**config.mk**
```make
export PLATFORM = sky130hd
export DESIGN_NAME = mp_addsub_seq
export DESIGN_NICKNAME = d
export VERILOG_FILES = /design/src/rtl/mp_addsub_seq.sv
export SDC_FILE = /design/constraint.sdc
export NUM_CORES = 1
export LEC_CHECK = 0
export ABC_AREA = 1
export CORE_AREA = 2 2 197 199
export DETAILED_ROUTE_END_ITERATION = 7
export DIE_AREA = 0 0 199 201
export GPL_TIMING_DRIVEN = 0
export SKIP_CTS_REPAIR_TIMING = 1
export SLEW_MARGIN = 20
export SYNTH_ARGS = -nofsm -noshare
export SYNTH_HDL_FRONTEND = slang
export SYNTH_SLANG_ARGS = --single-unit
```
**constraint.sdc**
```tcl
create_clock -name clock -period 2.9 [get_ports clock]
set_input_delay 0.29 -clock clock [delete_from_list [all_inputs] [get_ports clock]]
set_output_delay 0.29 -clock clock [all_outputs]
set_load 0.02 [all_outputs]
```
**src/rtl/mp_addsub_seq.sv**
```systemverilog
// mp_addsub_seq: streams multi-word operands LSW first through the add_sub
// datapath. Each word is read in one cycle and computed and written in the
// next, so the carry or borrow chains through the add_sub carry register.
module mp_addsub_seq #(
  parameter int CP_D_WIDTH = 72,
  parameter int ADDR_W     = 8,
  parameter int LEN_W      = 8
) (
  input  logic                  clock,
  input  logic                  nreset,
  input  logic                  start,
  input  logic                  op_sub,
  input  logic [LEN_W-1:0]      len,
  input  logic [ADDR_W-1:0]     src0_addr,
  input  logic [ADDR_W-1:0]     src1_addr,
  input  logic [ADDR_W-1:0]     dst_addr,
  output logic                  busy,
  output logic                  done,
  output logic                  carry_out,
  output logic                  rd_en,
  output logic [ADDR_W-1:0]     rd_addr0,
  output logic [ADDR_W-1:0]     rd_addr1,
  input  logic [CP_D_WIDTH-1:0] rd_data0,
  input  logic [CP_D_WIDTH-1:0] rd_data1,
  output logic [1:0]            ArithOp,
  output logic                  ArithRegOp,
  output logic [CP_D_WIDTH-1:0] IN_REG0,
  output logic [CP_D_WIDTH-1:0] IN_REG1,
  input  logic [CP_D_WIDTH-1:0] add_sub_out,
  input  logic                  add_sub_carry,
  output logic                  wr_en,
  output logic [ADDR_W-1:0]     wr_addr,
  output logic [CP_D_WIDTH-1:0] wr_data
);

  typedef enum logic [1:0] {
    S_IDLE,
    S_RUN,
    S_FLUSH,
    S_CAPT
  } state_t;

  state_t              r_state;
  state_t              w_next;
  logic [LEN_W-1:0]    r_len;
  logic [LEN_W-1:0]    r_idx;
  logic [LEN_W-1:0]    r_cmp_idx;
  logic                r_op_sub;
  logic [ADDR_W-1:0]   r_src0;
  logic [ADDR_W-1:0]   r_src1;
  logic [ADDR_W-1:0]   r_dst;
  logic                r_cmp_valid;
  logic                r_done;
  logic                r_carry;
  logic                w_accept;
  logic                w_last_rd;

  assign w_accept  = (r_state == S_IDLE) && start;
  assign w_last_rd = (r_idx == r_len - LEN_W'(1));

  // State register
  always_ff @(posedge clock or negedge nreset) begin
    if (!nreset) r_state <= S_IDLE;
    else         r_state <= w_next;
  end

  // Next-state logic
  always_comb begin
    w_next = r_state;
    case (r_state)
      S_IDLE:  if (start) w_next = (len == '0) ? S_CAPT : S_RUN;
      S_RUN:   if (w_last_rd) w_next = S_FLUSH;
      S_FLUSH: w_next = S_CAPT;
      S_CAPT:  w_next = S_IDLE;
      default: w_next = S_IDLE;
    endcase
  end

  // Outputs: read stage from the state, compute/write stage from the delayed read
  always_comb begin
    busy       = (r_state != S_IDLE);
    rd_en      = (r_state == S_RUN);
    rd_addr0   = rd_en ? r_src0 + ADDR_W'(r_idx) : '0;
    rd_addr1   = rd_en ? r_src1 + ADDR_W'(r_idx) : '0;
    wr_en      = r_cmp_valid;
    wr_addr    = r_cmp_valid ? r_dst + ADDR_W'(r_cmp_idx) : '0;
    wr_data    = add_sub_out;
    ArithOp    = r_cmp_valid ? {(r_cmp_idx != '0), ~r_op_sub} : 2'b00;
    ArithRegOp = 1'b0;
    IN_REG0    = rd_data0;
    IN_REG1    = rd_data1;
    done       = r_done;
    carry_out  = r_carry;
  end

  // Command capture on acceptance
  always_ff @(posedge clock or negedge nreset) begin
    if (!nreset) begin
      r_len    <= '0;
      r_op_sub <= 1'b0;
      r_src0   <= '0;
      r_src1   <= '0;
      r_dst    <= '0;
    end else if (w_accept) begin
      r_len    <= len;
      r_op_sub <= op_sub;
      r_src0   <= src0_addr;
      r_src1   <= src1_addr;
      r_dst    <= dst_addr;
    end
  end

  // Word index for reads, and its one-cycle-delayed copy for the compute stage
  always_ff @(posedge clock or negedge nreset) begin
    if (!nreset) begin
      r_idx       <= '0;
      r_cmp_idx   <= '0;
      r_cmp_valid <= 1'b0;
    end else begin
      if (w_accept)              r_idx <= '0;
      else if (r_state == S_RUN) r_idx <= r_idx + LEN_W'(1);
      r_cmp_idx   <= r_idx;
      r_cmp_valid <= (r_state == S_RUN);
    end
  end

  // Completion: carry register holds the last word's carry during CAPT
  always_ff @(posedge clock or negedge nreset) begin
    if (!nreset) begin
      r_done  <= 1'b0;
      r_carry <= 1'b0;
    end else begin
      r_done <= (r_state == S_CAPT);
      if (r_state == S_CAPT) r_carry <= (r_len == '0) ? 1'b0 : add_sub_carry;
    end
  end

endmodule

```
; ---- After elaboration in Yosys (flattened, before gate mapping)
; Index checks and enable logic that the tools add are counted.
[totals]
input_bits = 253
output_inout_bits = 248
ff_bits = 54
latchBits = 0
rom_bits = 0
memories = 0
ramBits = 0
word_cells = 42
[classes]
n_addsub = 5
reduce_logical = 8
shifts = 0
div_mod_pow = 0
magnitude_cmp = 0
bitwise = 1
n_mul = 0
eq_ne = 6
n_mux = 11
[ops]
columns = cell, n
row1 = 8-bit 2-to-1 mux, 5
row2 = 8-bit adder, 3
row3 = 8-bit logical NOT, 2
row4 = 8-bit by 1-bit adder with 8-bit output (second input constant), 1
row5 = 8-bit == test, 1
row6 = 2-bit 2-to-1 mux, 4
row7 = 2-bit one-hot mux with 4 select lines, 1
row8 = 8-bit nonzero test, 1
row9 = 8-bit by 1-bit subtractor with 8-bit output (second input constant), 1
row10 = 2-bit == test (second input constant), 2
row11 = 2-bit nonzero test, 2
row12 = 2-bit by 1-bit == test with 1-bit output (second input constant), 1
row13 = 2-bit logical NOT, 1
row14 = 2-bit by 1-bit inequality test with 1-bit output (second input constant), 1
row15 = 2-bit inequality test (second input constant), 1
row16 = 2-bit AND reduction, 1
row17 = 1-bit logical AND, 1
row18 = 1-bit 2-to-1 mux, 1
row19 = 1-bit NOT, 1

; ---- Logic depth before layout (Yosys ltp)
; Gate-level depths: netlist (run 1).
[logic_depth]
ltp_word = 4
mapped_depth = 15
mapped_depth_nobuf = 15

; ---- Worst setup path before layout (run 1)
; No wires, ideal clock.
[synth_path]
path_kind = reg2out
startpoint = register r_idx[0]
endpoint = output rd_addr0[6]
arrival_ns = 1.823
path_stages_with_launch = 10
setup_slack_ns = 0.787
t_required_ns = 2.610
path_buffers = 0
path_cell_list = dfrtp_1 ha_1 fa_1 nand3_1 nand3_1 nand2_1 nand2_1 a21oi_1 xor2_1 nor2_1
[synth_via]
elab_chain_cells = 2
[synth_rtl]
columns = element, line
row1 = from (decl), 46  ; logic [LEN_W-1:0] r_idx;
row2 = from (signal assigned), 121  ; else if (r_state == S_RUN) r_idx <= r_idx + LEN_W'(1);
row3 = 8-bit adder, 83  ; rd_addr0 = rd_en ? r_src0 + ADDR_W'(r_idx) : '0;
row4 = 8-bit 2-to-1 mux, 83
row5 = to (decl), 21  ; output logic [ADDR_W-1:0] rd_addr0,
; No other way between the ends.

; ---- Worst setup path after layout (run 1)
; Ends and elaborated chain as after synthesis.

==> results.sh, run 1 <==
export IMPL_outcome="completed"
export IMPL_route_vias_total=4884
export IMPL_max_clock_freq_mhz=368
export IMPL_ys_flop_type="dfrtp_1"
export IMPL_r2r_slack_ns=1.03
export IMPL_synth_distinct_cells=29
export IMPL_syn_instance_count=648
export IMPL_clkSlewWorstSetupHoldPaths_ns=0.07
export IMPL_ir_worst_vdd_v=0.000306
export IMPL_slowest_delay_ns=0.51
export IMPL_crit_family="adder cells"
export IMPL_clockBufferDepth=2
export IMPL_drv_cap=0
export IMPL_portBuffers=283
export IMPL_power_per_cell_area_mw_per_mm2=612
export IMPL_overflow=0
export IMPL_drcViolationCount=0
export IMPL_cp_required_ns=2.61
export IMPL_ant_nets=0
export IMPL_crit_buf_inv=1
export IMPL_r2r_end="r_state[0]"
export IMPL_swShare_pct=44.9
export IMPL_finClkSkew_ns=0.00568
export IMPL_die_area_mm2=0.0400
export IMPL_cts_tree="built"
export IMPL_yosysSeqAreaShare_pct=27.4
export IMPL_hold_violations=0
export IMPL_antenna_found_initial=3
export IMPL_hp_class="input port to async pin"
export IMPL_finalCriticalPeriod_ns=2.72
export IMPL_crit_cells=10
export IMPL_criticalPathCategory="flop to output port"
export IMPL_r2r_cells=15
export IMPL_final_nets=1222
export IMPL_hpwl_um=17300
export IMPL_comb_power_share_pct=60.7
export IMPL_ys_warn_count=0
export IMPL_syn_avg_cell_area_um2=7.62
export IMPL_sequentialPowerShare_pct=25.7
export IMPL_clkSinkCount=54
export IMPL_maxSlewViolCount=0
export IMPL_fp_dieW_um=199
export IMPL_crit_path_end="rd_addr0[6]"
export IMPL_yosysTopAreaCell="buf_4"
export IMPL_first_iter_violations=179
export IMPL_final_layout_size_suffix_gt1_share_pct=25.9
export IMPL_worst_pin_slew_ns=0.700
export IMPL_p_leak_nw=4.25
export IMPL_area_delta_synth_final_pct=74.4
export IMPL_setup_viol=0
export IMPL_placed_area_mm2=0.00841
export IMPL_ys_top_cells_by_area="buf_4 33%, dfrtp_1 27%, nand2_1 12%, ha_1 7.1%, a21oi_1 2.9%"
export IMPL_critical_path_cell_chain="ha_1 > fa_1 > nand3_1 > nand3_1 > nand2_1 > nand2_1 > a21oi_1 > xor2_1 > nor2_1 > dlymetal6s2s_1"
export IMPL_synthArstFlopShare_pct=100
export IMPL_p_int_mw=2.90
export IMPL_p_clk_share_pct=13.6
export IMPL_drt_pass1_iter_count=4
export IMPL_fin_area_mm2=0.00861
export IMPL_start_util_pct=13.0
export IMPL_slew_headroom_pct=53.3
export IMPL_crit_arrival_ns=2.43
export IMPL_core_mm2=0.0381
export IMPL_grtUsageTotal_pct=9.20
export IMPL_vias_per_cell=3.35
export IMPL_rows=72
export IMPL_clk_insertion_delay_late_ns=0.29
export IMPL_synth_area_mm2=0.00494
export IMPL_synth_edf_count=0
export IMPL_cts_buffers=5
export IMPL_reg2reg_from="r_len[0]"
export IMPL_p_sw_mw=2.37
export IMPL_io_pins=501
export IMPL_crit_start="r_idx[0]"
export IMPL_gp_congestion=0.794
export IMPL_syn_num_nets=932
export IMPL_wirelength_um=20000
export IMPL_cp_max_fo=7
export IMPL_htree_levels=2
export IMPL_grt_max_degree=55
export IMPL_grt_pass1_vias=4609
export IMPL_num_antenna_cells=0
export IMPL_endpoint_kind="output port"
export IMPL_die_h_um=201
export IMPL_worst_path_max_delay_cell="dfrtp_1"
export IMPL_timing_final_crit_share_pct=93.8
export IMPL_cts_root_buf="clkbuf_16"
export IMPL_wl_per_cell_um=13.7
export IMPL_yosys_register_bits=54
export IMPL_synth_top_area_share_pct=33.0
export IMPL_pre_cts_ws_ns=0.107
export IMPL_grt_pass1_wl_um=27800
export IMPL_setup_slack_ns=0.180
export IMPL_start_kind="flop"
## layer usage
layer  vias to the layer above  share of wire [%]  global-route usage (%)
li1                       2399                  -                       -
met1                      2231                 37                    10.2
met2                       238                 53                    17.1
met3                        10                 10                    3.29
met4                         6               0.23                    1.07
met5                         -               0.21                       0
## synthesized netlist by cell type (all sizes together), types with 2 or more instances
library cell  count
or2               2
nand3            24
dfrtp            54
inv              38
a21oi            29
o21ai            22
a211oi            3
nand2           164
buf             221
xor2             10
fa                3
clkbuf            5
ha               28
nor2             29
nor4              4
xnor2             4
nand4             4
## power groups by stage
stage / clock (mW) / combinational [mW] / sequential, mW
finish: 0.717 / 3.20 / 1.35
global route: 0.762 / 3.56 / 1.40
CTS: 0.735 / 3.28 / 1.36
detailed placement: 0 / 3.25 / 1.37
global placement: 0 / 3.21 / 1.36
floorplan: 0 / 2.01 / 1.29
## cells by family (layout without fill, tap and decap cells)
| logic type | after synthesis | in the layout | share of synthesized area, % |
|---|---|---|---|
| adders and majority gates | 31 | 31 | 8.31 |
| buffers and inverters | 264 | 555 | 36.8 |
| DFF | 54 | 54 | 27.4 |
| and+or+nand+nor | 228 | 228 | 19.0 |
| AOI/OAI and AO/OA | 56 | 56 | 5.91 |
| xor gates and xnor gates | 14 | 14 | 2.48 |
| other | 1 | 1 | 0.0760 |
## worst min path at each step
stage,to,slack [ns],startpoint
floorplan,carry_out,-0.006,nreset
global placement,r_dst[3],0.47,r_dst[3]
detailed placement,r_len[6],0.39,nreset
CTS,r_len[6],0.08,nreset
global route,r_len[6],0.11,nreset
finish,r_len[7],0.03,nreset
## cell type report
type | instances | area [um2]
Fill cell | 4164 | 29500
Timing Repair Buffer | 283 | 2850
Multi-Input combinational cell | 330 | 1770
Buffer | 226 | 1680
Sequential cell | 54 | 1350
Tap cell | 518 | 648
Inverter | 38 | 143
Clock buffer | 6 | 139
Clock inverter | 2 | 38.8
## layout by cell type, fill, tap and decap left out
master,count
bufinv_16,1
buf_4,218
nand4_1,4
fa_1,3
a31oi_1,1
xor2_1,10
nor2_1,25
ha_1,28
o21ai_1,1
a21oi_1,29
or2_2,2
inv_1,36
inv_2,2
dfrtp_1,54
xnor2_1,4
nor2_4,1
clkbuf_1,4
nand2_2,2
nand3b_1,1
dlymetal6s2s_1,9
buf_2,3
inv_6,1
o21ai_0,21
conb_1,1
o211ai_1,1
clkbuf_8,1
nand3_1,23
clkbuf_2,2
nand3_2,1
nor4_1,4
clkbuf_16,5
a211oi_1,3
clkdlybuf4s50_1,272
nand2_1,162
buf_6,1
nor2_2,3
## stage by stage
stage,utilization (%),hold WS (ns),TNS [ns],total power [mW],cells
final,22.6,0.0309,0,5.27,1457
after global routing,22.6,0.111,-0.00922,5.72,1457
after CTS,22.5,0.0760,-0.953,5.37,1457
after detailed placement,22.1,0.394,0,4.62,1449
after global placement,22.1,0.466,-7.79,4.57,1449
after floorplan,-,-0.00559,0,3.30,648
## registers in the layout, indices dropped and copies added, names as in the netlist
| name | flops |
|---|---|
| r_src1 | 8 |
| carry_out | 1 |
| done | 1 |
| r_len | 8 |
| r_state | 2 |
| wr_en | 1 |
| r_dst | 8 |
| r_src0 | 8 |
| r_idx | 8 |
| r_op_sub | 1 |
| r_cmp_idx | 8 |
Note: power is estimated with default switching activity, not from simulation.
==> inputs of run 2 (changes only) <==
--- a/config.mk
+++ b/config.mk
@@ -6,7 +6,9 @@
 export NUM_CORES = 1
 export LEC_CHECK = 0
 export ABC_AREA = 1
+export CAP_MARGIN = 20
 export CORE_AREA = 2 2 197 199
+export CTS_CLUSTER_DIAMETER = 120
 export DETAILED_ROUTE_END_ITERATION = 7
 export DIE_AREA = 0 0 199 201
 export GPL_TIMING_DRIVEN = 0
==> results of run 2 <==
Same layout as run 1: the final DEF is identical, and so are final timing and power.
